### src/rtl/mem_line_pkg.sv
// mem_line_pkg: shared state encoding and burst geometry for the line adapter
package mem_line_pkg;
    typedef enum logic [1:0] {IDLE, WR_BURST, RD_BURST, DONE} state_t;
    localparam int WORD_BYTES = 4;
    localparam int BEATS = 4;
    localparam int LINE_OFFSET_BITS = 4;
endpackage

### src/rtl/mem_line_assembler.sv
// mem_line_assembler: word-indexed line buffer filled one word at a time
// Ports: clk/reset (async active-low), we + idx select the word written with wdata,
// line is the whole buffer.
module mem_line_assembler #(
    parameter int WORD_W = 32,
    parameter int LINE_W = 128
) (
    input  logic              clk,
    input  logic              reset,
    input  logic              we,
    input  logic [1:0]        idx,
    input  logic [WORD_W-1:0] wdata,
    output logic [LINE_W-1:0] line
);
    always_ff @(posedge clk or negedge reset) begin
        if (!reset)
            line <= '0;
        else if (we)
            line[idx*WORD_W +: WORD_W] <= wdata;
    end
endmodule

### src/rtl/mem_line_adapter.sv
// mem_line_adapter: splits one cache line operation into four word transfers
// Ports: clk/reset (async active-low); i_line_* is the cache-side request, held
// until the one-cycle o_line_ready pulse; o_ram_*/i_ram_* is the req/gnt/rvalid
// word port, with read words returned in request order.
module mem_line_adapter
    import mem_line_pkg::*;
#(
    parameter int ADDR_W = 32,
    parameter int WORD_W = 32,
    parameter int LINE_W = 128
) (
    input  logic              clk,
    input  logic              reset,
    input  logic              i_line_read,
    input  logic              i_line_write,
    input  logic [ADDR_W-1:0] i_line_addr,
    input  logic [LINE_W-1:0] i_line_writedata,
    output logic [LINE_W-1:0] o_line_readdata,
    output logic              o_line_ready,
    output logic              o_ram_req,
    output logic              o_ram_we,
    output logic [ADDR_W-1:0] o_ram_addr,
    output logic [WORD_W-1:0] o_ram_wdata,
    input  logic              i_ram_gnt,
    input  logic              i_ram_rvalid,
    input  logic [WORD_W-1:0] i_ram_rdata
);
    state_t            state, next;
    logic [2:0]        iss, ret;
    logic [ADDR_W-1:0] base;
    logic [LINE_W-1:0] wline;
    logic              burst, grant, fill;
    logic              unused_offset;

    assign unused_offset = ^i_line_addr[LINE_OFFSET_BITS-1:0];

    // Request outputs come only from state and counters, never from gnt/rvalid.
    assign burst        = state == WR_BURST || state == RD_BURST;
    assign o_ram_req    = burst && iss != 3'(BEATS);
    assign o_ram_we     = state == WR_BURST;
    assign o_ram_addr   = base + ADDR_W'(iss) * ADDR_W'(WORD_BYTES);
    assign o_ram_wdata  = wline[iss[1:0]*WORD_W +: WORD_W];
    assign o_line_ready = state == DONE;
    assign grant        = o_ram_req && i_ram_gnt;
    // Returned words beyond the fourth, or outside a read burst, are dropped.
    assign fill         = state == RD_BURST && i_ram_rvalid && ret != 3'(BEATS);

    always_comb begin
        next = state;
        case (state)
            IDLE:     next = i_line_write ? WR_BURST : i_line_read ? RD_BURST : IDLE;
            WR_BURST: next = grant && iss == 3'(BEATS-1) ? DONE : WR_BURST;
            RD_BURST: next = fill && ret == 3'(BEATS-1) ? DONE : RD_BURST;
            DONE:     next = IDLE;
            default:  next = IDLE;
        endcase
    end

    always_ff @(posedge clk or negedge reset) begin
        if (!reset) begin
            state <= IDLE;
            iss   <= '0;
            ret   <= '0;
            base  <= '0;
            wline <= '0;
        end else begin
            state <= next;
            if (state == IDLE) begin
                iss <= '0;
                ret <= '0;
                if (i_line_write || i_line_read)
                    base <= {i_line_addr[ADDR_W-1:LINE_OFFSET_BITS], {LINE_OFFSET_BITS{1'b0}}};
                if (i_line_write)
                    wline <= i_line_writedata;
            end else begin
                if (grant)
                    iss <= iss + 3'd1;
                if (fill)
                    ret <= ret + 3'd1;
            end
        end
    end

    mem_line_assembler #(.WORD_W(WORD_W), .LINE_W(LINE_W)) u_asm (
        .clk   (clk),
        .reset (reset),
        .we    (fill),
        .idx   (ret[1:0]),
        .wdata (i_ram_rdata),
        .line  (o_line_readdata)
    );
endmodule

### config.mk
export PLATFORM = sky130hd
export DESIGN_NAME = mem_line_adapter
export DESIGN_NICKNAME = d
export VERILOG_FILES = /design/src/rtl/mem_line_pkg.sv /design/src/rtl/mem_line_assembler.sv /design/src/rtl/mem_line_adapter.sv
export SDC_FILE = /design/constraint.sdc
export NUM_CORES = 1
export LEC_CHECK = 0
export BUFFER_PORTS_ARGS = -buffer_cell sky130_fd_sc_hd__buf_2
export CAP_MARGIN = 20
export CORE_MARGIN = 2
export CORE_UTILIZATION = 56
export CTS_BUF_LIST = sky130_fd_sc_hd__clkbuf_4 sky130_fd_sc_hd__clkbuf_8 sky130_fd_sc_hd__clkbuf_16
export DETAILED_ROUTE_END_ITERATION = 7
export GPL_ROUTABILITY_DRIVEN = 0
export GPL_TIMING_DRIVEN = 0
export PLACE_DENSITY = 0.86
export SLEW_MARGIN = 20
export SYNTH_ARGS = -nofsm -noshare
export SYNTH_HDL_FRONTEND = slang
export SYNTH_HIERARCHICAL = 1
export SYNTH_SLANG_ARGS = --single-unit
export TNS_END_PERCENT = 30
### constraint.sdc
create_clock -name clk -period 4.8 [get_ports clk]
set_clock_uncertainty 0.2 [all_clocks]
set_input_delay 0.24 -clock clk [delete_from_list [all_inputs] [get_ports clk]]
set_output_delay 0.24 -clock clk [all_outputs]
set_load 0.05 [all_outputs]
# [Word-level counts from Yosys, hierarchy flattened]
# Cells that the tools add are included.
[classes] n_shift=3 eq_ne=7 addsub=4 n_mux=10 n_reduce_logical=13
[ops] op="bitwise mux 128 bit" n=1
[ops] op="variable shift 32 x 34 -> 128 bit (first input constant)" n=1
[ops] op="variable part select 128 x 8 -> 32 bit" n=1
[ops] op="variable part select 32 x 34 -> 128 bit" n=1
[ops] op="negator 7 -> 34 bit" n=1
[ops] op="adder 32 x 5 -> 32 bit" n=1
[ops] op="two-way mux 3 bit" n=4
[ops] op="one-hot mux 2 bit (4 select lines)" n=1
[ops] op="adder 3 x 1 -> 3 bit (second input constant)" n=2
[ops] op="== test 3 x 2 -> 1 bit (second input constant)" n=2
[ops] op="logical AND 1 bit" n=6
[ops] op="two-way mux 2 bit" n=3
[ops] op="inequality test 3 bit (second input constant)" n=2
[ops] op="== test 2 bit (second input constant)" n=2
[ops] op="AND reduction 2 bit" n=2
[ops] op="nonzero test 2 bit" n=2
[ops] op="== test 2 x 1 -> 1 bit (second input constant)" n=1
[ops] op="zero test 2 bit" n=1
[ops] op="logical OR 1 bit" n=2
[ops] op="two-way mux 1 bit" n=1
[totals] wordCells=43 register_bits=292 output_inout_bits=195

# [Logic depth before layout (Yosys ltp)]
[logic_depth] depth_word=7 mapped_depth=9 ltp_nobuf=6

# [Hierarchy]
# The synthesis kept the hierarchy.
[modules_own_cells] module="mem_line_adapter" area_per_inst_um2=7567.3 cells_per_inst=499 n_inst=1
[modules_own_cells] module="mem_line_assembler" area_per_inst_um2=5285.1 cells_per_inst=418 n_inst=1

# [Worst setup path before layout]
# No wires, ideal clock.
[synth_timing] path_type="flip-flop to flip-flop" start="register iss[0]" end="register iss[2]" period_less_slack_ns=3.275 arrival_ns=2.981 path_buffers=3 stages_incl_launch_ff=10 slack_ns=1.525 cell_sequence="dfrtp_1 -> buf_2 -> buf_2 -> inv_1 -> ha_1 -> a21boi_0 -> and2_1 -> clkbuf_1 -> nor2_1 -> a211oi_1"
[synth_via] elab_chain_len=4 elab_cells_between_ends=7
[synth_rtl] element="start: declaration" line="mem_line_adapter.sv:29" text="logic [2:0] iss, ret;"
[synth_rtl] element="start signal: assignment" line="mem_line_adapter.sv:77" text="iss <= iss + 3'd1;"
[synth_rtl] element="inequality test 3 bit" line="mem_line_adapter.sv:39" text="assign o_ram_req = burst && iss != 3'(BEATS);"
[synth_rtl] element="logical AND 1 bit" line="mem_line_adapter.sv:39"
[synth_rtl] element="net o_ram_req" line="mem_line_adapter.sv:20" text="output logic o_ram_req,"
[synth_rtl] element="logical AND 1 bit" line="mem_line_adapter.sv:44" text="assign grant = o_ram_req && i_ram_gnt;"
[synth_rtl] element="nonzero test 2 bit (no line)"
# The timed path passes the listed nets, and every way through them passes these cells. The select of a mux whose other input is x is not followed.
# A chain may end at the register's enable or synchronous reset.

# [Worst setup path after layout]
[layout_timing] start="register iss[2]" end="output o_ram_addr[28]"
[layout_via] elab_chain_len=1
[layout_rtl] element="adder 32 x 5 -> 32 bit" line="mem_line_adapter.sv:41" text="assign o_ram_addr = base + ADDR_W'(iss) * ADDR_W'(WORD_BYTES);"
[layout_rtl] element="end: declaration" line="mem_line_adapter.sv:22" text="output logic [ADDR_W-1:0] o_ram_addr,"
# Every way passes these cells.

==> impl_metrics.yaml <==
detailed_routing:
  drt_pass1_iterations: 5
  drt-total-wl_um: 48100
  drt_iter0_drc: 1123
  wl_per_cell_um: 26.1
  drc_errors: 0
  via_count: 11496
  viasPerCell: 6.24
  postRouteAntennaNets: 0
floorplan:
  die_w_um: 155
  initial_core_util_pct: 56.9
  die-area_um2: 24200
  io_pins: 393
  core_um2: 22600
  fp-row-count: 55
  die_height_um: 155
pwr:
  power_density_nw_per_um2: 629
  p_sw_share_pct: 43.2
  max-vdd-ir-drop_uv: 446
  p_comb_share_pct: 43.1
  power_uw: 11500
  power.internal_uw: 6520
  switchingPower_uw: 4970
  seq_power_share_pct: 34.7
  pwr-share-clk_pct: 22.2
  leakagePower_uw: 0.00847
sta:
  post-route-min-period_ns: 3.39
  tns_ns: 0
  relSlewSlack_pct: 40.8
  hold_viol: 0
  slew_viol_final: 0
  worstMarginPinSlew_ns: 0.888
  fmax_ghz: 0.295
  setup_viol: 0
  finalCritPeriodShare_pct: 70.6
  rsz0062_at_grt: "no"
logic_synthesis:
  ys.flop_type: "dfrtp_1"
  synth_warnings: 6
  yosysSeqAreaShare_pct: 56.9
  syn_inst: 917
  ys_ff_latch: 292
  synth_cell_types: 43
  synth_enable_flop_cells: 0
  synthArstFlopShare_pct: 100
  synthesis.area_um2: 12900
  synth_area_per_cell_um2: 14.0
critical_path:
  startpoint_type: "register"
  startpoint: "iss[2]"
  arrival_ns: 2.95
  rr_startpoint: "ret[0]"
  worst-path-max-fanout: 5
  required_ns: 4.36
  endpoint_kind: "output port"
  timing.rr.end: "u_asm/line[101]"
  reg2reg_slack_ns: 1.61
  reg2reg_depth: 7
  crit_type: "reg2out"
  critPathCapture: "o_ram_addr[28]"
worst_hold_path:
  hp-class: "in2reg"
  hold_path_startpoint: "i_ram_rvalid"
place:
  dp_hpwl_um: 27600
  placed_area_um2: 15200
  dp.cells: 1592
  io_buffer_count: 386
global_routing:
  grt_pass1_vias: 12124
  grt_use_total_pct: 39.7
  antenna_found_initial: 1
  grt_pass1_wl_um: 72600
  grt_max_degree: 103
  grt-ovfl-total: 0
finish:
  nFillCells: 1176
  instances_no_fill: 1843
  nNetsFinal: 1748
  drive_gt1_share_pct: 44.7
  utilization_pct: 80.9
  design_area_um2: 18300
  area_growth_pct: 42.1
clock_network:
  postCtsSetupBuffers: 0
  insertion_delay_ns: 0.56
  cts_max_level: 1
  cts_tree: "built"
  clk_pin_slew_ns: 0.06
  cts_made_buffers: 31
  root_buffer: "clkbuf_16"
  post_cts_resized: 0
  cts_sinks: 292
  cts_buffer_depth: 3
run:
  cap_violations: 0
status:
  status: "complete, no violations"
==> power by group through the flow <==
stage	Combinational (µW)	Sequential, µW	Clock [µW]
after floorplan	3110	4070	0
after global placement	4470	3770	0
after detailed placement	4570	3840	0
after CTS	4740	3830	2530
after global routing	5130	4020	2660
final	4950	3990	2550
==> final cells by class <==
type	instances	area (µm²)	area share, %
antenna	1	2.50	0.0137
buffer	80	378	2.07
clock buffer	45	925	5.06
clock inverter	12	163	0.890
inverter	13	48.8	0.267
multi-input combinational	533	5120	28.0
sequential	292	7310	40.0
tap	285	357	1.95
timing repair buffer	582	3970	21.7
==> what timing repair did <==
item                                   CTS  global route
endpoints found under the hold margin  486             0
hold buffers                           193             0
setup endpoints to repair                0             0
==> synthesized netlist by cell type (2+ instances only) <==
cell / number / area share (%)
mux2_2: 156 / 14
buf_4: 4 / 0.23
nand3b_1: 2 / 0.12
xor2_1: 5 / 0.34
buf_6: 2 / 0.18
and4_1: 2 / 0.14
inv_1: 13 / 0.38
a32o_1: 38 / 3.0
o2bb2ai_1: 80 / 5.5
nand2_1: 14 / 0.41
a21oi_1: 4 / 0.16
nand3_1: 104 / 4.0
dfrtp_1: 292 / 57
and3_1: 3 / 0.15
a211oi_1: 2 / 0.12
ha_1: 17 / 1.7
mux4_2: 32 / 5.6
buf_2: 38 / 1.5
o2bb2ai_2: 10 / 1.2
clkbuf_1: 35 / 1.0
nor2_1: 12 / 0.35
or3b_1: 2 / 0.14
and2_1: 4 / 0.19
xnor2_1: 23 / 1.6
nand4_1: 4 / 0.19
o21ai_0: 2 / 0.078
==> state kept, by name, summed over array words and instances (netlist names) <==
register    cells
u_asm/line    128
wline         128
base           28
iss             3
ret             3
state           2
==> placed cells by master (no fill, tap or decap), drive strengths merged, types with 17 or more instances in the layout <==
cell type / instances
o2bb2ai: 90
mux2: 156
ha: 17
xnor2: 23
dlygate4sd3: 192
buf: 435
dfrtp: 292
clkbuf: 80
nand3: 104
mux4: 32
a32o: 38
==> critical path: stages, from the launching register on <==
cell	delay, ns
dfrtp_1	0.46
ha_1	0.25
ha_1	0.20
nand3_1	0.21
nor3_1	0.62
nand3_1	0.21
xnor2_1	0.16
buf_2	0.27
==> kinds of logic (layout without fill, tap and decap cells) <==
logic type / Yosys count / count (layout) / synth area share [%]
XOR/XNOR: 28 / 28 / 1.91
AND/OR/NAND/NOR: 158 / 158 / 6.78
flip-flops: 292 / 292 / 56.9
buffers and inverters: 93 / 732 / 3.32
adder cells (fa/ha/maj): 17 / 17 / 1.65
AO/OA/AOI/OAI: 139 / 139 / 10.1
multiplexers: 189 / 189 / 19.4
other: 1 / 3 / 0.0292
==> stage by stage <==
| stage | hold slack (ns) | worst slack (ns) |
|---|---|---|
| detailed placement | -0.0556 | 1.90 |
| global route | 0.0578 | 1.21 |
| floorplan | -0.256 | 1.53 |
| finish | 0.0209 | 1.41 |
| CTS | 0.00128 | 1.37 |
| global placement | 0.266 | -1.99 |
==> layer usage <==
metal  part of all wire [%]  up-vias  GRT usage [%]
li1                       -     4678              -
met1                     34     5693           46.6
met2                     49      843           65.7
met5                      0        -              0
met3                    8.6      282           9.00
met4                    8.2        0           26.7
==> worst min-delay path by stage <==
stage | depth (start not counted) | end | slack [ns]
3_5_place_dp | 1 | wline[11] | -0.06
2_1_floorplan | 0 | base[10] | -0.26
3_3_place_gp | 1 | u_asm/line[69] | 0.27
6_report | 5 | ret[2] | 0.02
5_1_grt | 5 | ret[2] | 0.06
4_1_cts | 5 | ret[2] | 0.001
Note: power is estimated with default switching activity, not from simulation.
